**config.mk**
```make
export PLATFORM = sky130hd
export DESIGN_NAME = ls74157_reader
export DESIGN_NICKNAME = d
export VERILOG_FILES = /design/src/rtl/ls74157_reader.sv
export SDC_FILE = /design/constraint.sdc
export NUM_CORES = 1
export LEC_CHECK = 0
export ABC_AREA = 1
export CAP_MARGIN = 15
export CELL_PAD_IN_SITES_DETAIL_PLACEMENT = 1
export CELL_PAD_IN_SITES_GLOBAL_PLACEMENT = 2
export CORE_MARGIN = 2
export CORE_UTILIZATION = 27
export CTS_CLUSTER_DIAMETER = 80
export CTS_CLUSTER_SIZE = 25
export DETAILED_ROUTE_END_ITERATION = 6
export PLACE_DENSITY_LB_ADDON = 0.15
export SLEW_MARGIN = 40
export SYNTH_ARGS = -nofsm -noshare
export SYNTH_HDL_FRONTEND = slang
export SYNTH_SLANG_ARGS = --single-unit
```
**constraint.sdc**
```tcl
create_clock -name clk -period 1.3 [get_ports clk]
set_clock_uncertainty 0.1 [all_clocks]
set_input_delay 0.13 -clock clk [delete_from_list [all_inputs] [get_ports clk]]
set_output_delay 0.13 -clock clk [all_outputs]
set_load 0.02 [all_outputs]
```
**src/rtl/ls74157_reader.sv**
```systemverilog
// Sequences select/enable on an external ls74157 quad 2:1 mux, captures source A then B, and flags a nonzero output while disabled.
// Latency: A captured at T0+1+SETTLE, B captured and out_valid raised at T0+2+2*SETTLE (T0 = edge sampling start).
// Backpressure: a completed read holds in DONE until out_ready; start is ignored everywhere except IDLE.
module ls74157_reader #(
    parameter int WIDTH  = 4,
    parameter int SETTLE = 1
) (
    input  logic             clk,
    input  logic             rst_n,
    input  logic             start,
    output logic             busy,
    output logic             mux_select,
    output logic             mux_enable_n,
    input  logic [WIDTH-1:0] mux_y,
    output logic [WIDTH-1:0] a_out,
    output logic [WIDTH-1:0] b_out,
    output logic             out_valid,
    input  logic             out_ready,
    output logic             bus_fault
);

    typedef enum logic [1:0] {
        IDLE     = 2'd0,
        SETTLE_A = 2'd1,
        SETTLE_B = 2'd2,
        DONE     = 2'd3
    } state_t;

    localparam logic [3:0] SETTLE_CNT = 4'(SETTLE);

    state_t           state_q, state_d;
    logic [3:0]       cnt_q, cnt_d;
    logic [WIDTH-1:0] hold_q, hold_d;
    logic [WIDTH-1:0] a_d, b_d;
    logic             valid_d, sel_d, en_n_d, fault_d;

    always_ff @(posedge clk or negedge rst_n) begin
        if (!rst_n) begin
            state_q      <= IDLE;
            cnt_q        <= 4'd0;
            hold_q       <= '0;
            a_out        <= '0;
            b_out        <= '0;
            out_valid    <= 1'b0;
            busy         <= 1'b0;
            mux_select   <= 1'b0;
            mux_enable_n <= 1'b1;
            bus_fault    <= 1'b0;
        end else begin
            state_q      <= state_d;
            cnt_q        <= cnt_d;
            hold_q       <= hold_d;
            a_out        <= a_d;
            b_out        <= b_d;
            out_valid    <= valid_d;
            busy         <= (state_d != IDLE);
            mux_select   <= sel_d;
            mux_enable_n <= en_n_d;
            bus_fault    <= fault_d;
        end
    end

    always_comb begin
        state_d = state_q;
        cnt_d   = cnt_q;
        hold_d  = hold_q;
        a_d     = a_out;
        b_d     = b_out;
        valid_d = out_valid;
        sel_d   = mux_select;
        en_n_d  = mux_enable_n;
        fault_d = bus_fault;
        case (state_q)
            IDLE: begin
                en_n_d = 1'b1;
                if (start) begin
                    // Mux is still disabled on this edge, so any nonzero output is a bus fault.
                    if (mux_y != '0) fault_d = 1'b1;
                    state_d = SETTLE_A;
                    en_n_d  = 1'b0;
                    sel_d   = 1'b0;
                    cnt_d   = SETTLE_CNT;
                end
            end
            SETTLE_A: begin
                if (cnt_q != 4'd0) begin
                    cnt_d = cnt_q - 4'd1;
                end else begin
                    hold_d  = mux_y;
                    sel_d   = 1'b1;
                    cnt_d   = SETTLE_CNT;
                    state_d = SETTLE_B;
                end
            end
            SETTLE_B: begin
                if (cnt_q != 4'd0) begin
                    cnt_d = cnt_q - 4'd1;
                end else begin
                    // Publish both nibbles together so a consumer never sees a half-updated pair.
                    a_d     = hold_q;
                    b_d     = mux_y;
                    valid_d = 1'b1;
                    en_n_d  = 1'b1;
                    sel_d   = 1'b0;
                    state_d = DONE;
                end
            end
            DONE: begin
                if (out_ready) begin
                    valid_d = 1'b0;
                    state_d = IDLE;
                end
            end
            default: state_d = IDLE;
        endcase
    end

endmodule

```
; After elaboration in Yosys (flattened, before gate mapping)
; Index checks and enable logic that the tools add are counted.
[word_totals]
regBits = 23
latch_bits = 0
ram_bits = 0
mem_bits_ro = 0
input_bits = 8
out_inout_bits = 13
elab_cells = 51
n_memories = 0
[op_classes]
addsub = 1
multipliers = 0
div = 0
n_lt_le_gt_ge = 0
n_eq_ne = 8
n_shift = 0
mux = 17
bitwise_logic = 1
reduce_logical = 14
[ops]
columns = op, n
row1 = $mux W4, 3
row2 = $pmux W4 S3, 1
row3 = $ne A2 B2 Y1 const B, 5
row4 = $reduce_and A3 Y1, 3
row5 = $mux W2, 4
row6 = $pmux W2 S4, 1
row7 = $reduce_bool A4 Y1, 2
row8 = $reduce_and A2 Y1, 3
row9 = $reduce_bool A2 Y1, 3
row10 = $mux W1, 5
row11 = $eq A2 B2 Y1 const B, 2
row12 = $pmux W1 S2, 2
row13 = $reduce_and A4 Y1, 1
row14 = $sub A4 B1 Y4 const B, 1
row15 = $pmux W1 S3, 1
row16 = $reduce_bool A3 Y1, 1
row17 = $eq A2 B1 Y1 const B, 1
row18 = $logic_not A2 Y1, 1
row19 = $not A1 Y1, 1

; Depth between registers and ports, before layout
[depth]
ltp_word = 4
mapped_depth = 10
ltp_nobuf = 10

; Least setup slack after synthesis
; OpenSTA, ideal clock, no wires.
[synth_path]
path_kind = flip-flop to flip-flop
startpoint = register state_q[0]
endpoint = register busy
setup_ns = 0.124
t_arrival_ns = 1.208
t_required_ns = 1.076
setup_slack_ns = -0.132
stages_incl_launch_ff = 11
path_buffers = 0
period_less_slack_ns = 1.432
path_cell_list = dfrtp_1 inv_1 ha_1 nor2_1 inv_1 nand2_1 nand2_2 inv_1 nand2_1 nand2_1 nand2_1
[synth_via]
elab_chain_cells = 3
elab_cells_between_ends = 10
cone_classes = 3 x eq/ne / 5 x mux / 2 x reduce/logical
[synth_lines]
columns = element, line_no
row1 = from (decl), 31  ; state_t state_q, state_d;
row2 = from (signal assigned), 50  ; state_q <= state_d;
row3 = "$eq A2 B2 Y1, or another cell as far along", 73  ; case (state_q)
row4 = $pmux W2 S4 (*), 73
row5 = $reduce_bool A2 Y1 (*), 56  ; busy <= (state_d != IDLE);
row6 = to (signal assigned), 56
row7 = to (decl), 11  ; output logic busy,
; Mark *: on every way between the ends. The rest lies on a longest branch, timed or not.
; A chain may end at the register's enable or synchronous reset.

; Worst setup path in the final report
; Ends and elaborated chain as after synthesis.

==> results.md <==
- Core area: 0.00406 sq mm
- Final Setup Violations: 22
- Endpoint class of the critical path: flop
- LEAKAGE: 0.921 nW
- Finished Cell Area: 0.00183 sq mm
- Tmin final: 1.48 ns
- CP max-delay cell: dfrtp_2
- Switching part of the total: 44.1%
- Share of layout cells above drive strength 1: 38.7%
- Unique masters post-synth: 24
- Violated checks: negative setup slack
- Max Buffers Root-to-Sink: 2
- CP bufs+invs: 3
- RSZ-0062 raised after global routing: true
- Final Util: 45.0%
- Die area: 0.00485 sq mm
- Inserted Diodes: 0
- Setup Crit Path Kind: reg2reg
- Final #Nets: 201
- Starting Density: 28.6%
- First-pass GRT wire length: 5410 microns
- Largest family of logic cells by synthesized area: simple AND/OR/NAND/NOR gates
- # fillers: 492
- Final ANT Viol Nets: 0
- Die X: 69.6 microns
- Clock-pin slew on the worst setup and hold paths: 0.09 ns
- Vias in the first global route: 1121
- Initial antenna violation count: 0
- Most Frequent Cell on Critical Path: nand2_1
- Most instantiated cells after synthesis: nand2_1, inv_1, dfrtp_1
- DRC: 0
- Inst Count DP: 224
- PwrDens: 2390 mW/mm^2
- Die Y: 69.6 microns
- NetSw: 0.00192 W
- TNS Setup: -2.66 ns
- DR iter-0 viols: 51
- Xor and xnor area share after synthesis: 0%
- Gpl congestion: 0.780
- Startpoint types: flop
- CP arrival: 1.55 ns
- CTS root buf: clkbuf_8
- Synth Register Bits: 23
- Leading area contributor after synthesis: dfrtp_1
- # port buffers: 20
- H-tree Lvls: 1
- Largest net degree at the start of global routing: 16
- Post-synth net total: 152
- Fin Hold WS: 0.0777 ns
- Routed WL: 3120 microns
- TritonCTS Sinks: 23
- Worst Max-Slew Pin Slew: 0.231 ns
- Avg Vias per Cell: 4.47
- Io pins: 21
- Sequential element share of the synthesized area: 49.6%
- Post-Syn Area per Cell: 8.42 sq um
- Final critical-path share of the clock period: 114%
- Cell Area, Synth: 0.00116 sq mm
- Clock share of power: 10.7%
- Area growth syn-to-layout: 57.1%
- DP HPWL: 2320 microns
- Yosys warning total: 0
- Vias post-DR: 1056
- WP data required: 1.36 ns
- CTS tree: yes
- Drt wl/cell: 13.2 microns
- CP Cell Sequence: inv_4 -> ha_4 -> nor2_4 -> inv_2 -> nand2_4 -> nand2_4 -> inv_2 -> nand2_1 -> nand2_1 -> nand2_1
- Post-synth EDFFs: 0
- Grt ovf: 0
- Compound-Gate Fraction of Synth Area: 11.1%
- Adder-cell share of the synthesized area: 6.46%
- Comb power frac: 60.3%
- Syn Inst Count: 138
- Primary FF master, synth: dfrtp_1
- P_int: 0.00244 W
- Share of the synthesized area in the top cell type: 47.4%
- Sequential share of power: 28.9%
- Final WS setup: -0.183 ns
- Max Slew Vio Count: 0
- Top post-synthesis cells by area: dfrtp_1, nand2_1, inv_1
- F_max: 674 MHz
- DP Area: 0.00160 sq mm
- Outcome: finished with violations
- Worst vdd ir: 0.683 mV
- FP Rows: 23
- Crit-path max FO: 5
- Count leader, synth: nand2_1
- Max Cap Viol: 0
- Later-pin clock latency in the skew report: 0.27 ns
- First-pass DRT Iterations: 4
- CP delay by family, top: flip-flops
- Mux contribution to synthesized area: 0%
- Gr usage total: 13.9%
- Relative slew slack: 84.5%
- CP peak stage delay: 0.45 ns
- Total CTS buffers: 3
- Worst Hold Class: in2async
- Post-synth ARST share: 100%
- Final hold violations: 0
- Simple-gate share of the synthesized area: 22.5%
- Final non-filler cell total: 236
kinds of logic after synthesis:
group	Yosys count
AOI/OAI and AO/OA	23
adders and majority gates	6
buffers and inverters	29
DFF	23
and+or+nand+nor	57
metrics by stage:
step | setup slack [ns] | power [W]
global placement | -0.264 | 0.00349
detailed placement | -0.296 | 0.00355
finish | -0.183 | 0.00436
CTS | -0.182 | 0.00429
global route | -0.254 | 0.00475
floorplan | -0.0834 | 0.00263
state kept, by name (all words and copies together), names as in the netlist:
name,flops
a_out,4
b_out,4
cnt_q,4
hold_q,4
state_q,2
bus_fault,1
busy,1
mux_enable_n,1
mux_select,1
out_valid,1
final timing paths:
kind / startpoint / end / slack (ns) / cells past startpoint
worst min register to register: a_out[0] / a_out[0] / 0.37 / 2
worst min-delay path: rst_n / a_out[1] / 0.08 / 2
worst max-delay path: state_q[0] / busy / -0.18 / 10
max in group asynchronous: rst_n / cnt_q[3] / 0.81 / 2
min in group clk: a_out[0] / a_out[0] / 0.37 / 2
worst max register to register: state_q[0] / busy / -0.18 / 10
power by group through the flow:
stage	clock, W	sequential [W]	combinational (W)
after global placement	0	0.00124	0.00225
after floorplan	0	0.00146	0.00116
after CTS	0.000500	0.00126	0.00253
final	0.000469	0.00126	0.00263
after global routing	0.000515	0.00131	0.00292
after detailed placement	0	0.00125	0.00229
area by class of cell:
type / count / area [sq um] / area share (%)
timing repair buffer: 45 / 394 / 21.6
multi-input combinational: 87 / 629 / 34.5
inverter: 27 / 111 / 6.10
clock inverter: 1 / 7.51 / 0.411
clock buffer: 3 / 41.3 / 2.26
sequential: 23 / 579 / 31.7
tap: 50 / 62.6 / 3.43
per-layer routing:
| layer | share of wire [%] | track usage, % | routed length, microns | up-vias |
|---|---|---|---|---|
| met3 | 2.6 | 2.03 | 80 | 4 |
| met4 | 1.6 | 5.77 | 49 | 0 |
| met2 | 51 | 23.2 | 1580 | 13 |
| met1 | 45 | 18.0 | 1410 | 511 |
| li1 | - | - | - | 528 |
| met5 | 0 | 0 | 0 | - |
cell usage in the layout, fill, tap and decap left out, types with 2 or more instances in the layout:
cell type        count
buf_6                7
buf_4               18
inv_1               17
nand2_1             31
nand4_1              2
a21oi_1              2
nand3_1              3
o21ai_2              5
nand2_4              3
inv_2                6
nor2_1               5
nand2_2              5
dfrtp_2              2
dfrtp_1             20
o21ai_1              8
nand3_4              2
nor2_4               5
dlygate4sd2_1       12
clkbuf_8             3
ha_4                 5
clkdlybuf4s50_1      7
o21ai_0              3
inv_4                4
repair_timing:
item,CTS,global route
cloned,2,0
pin swaps,9,8
hold buffers,0,0
endpoints found under the setup margin,36,23
buffers inserted,3,3
gates resized for setup,47,14
No activity file was read; power rests on OpenSTA's default activity.
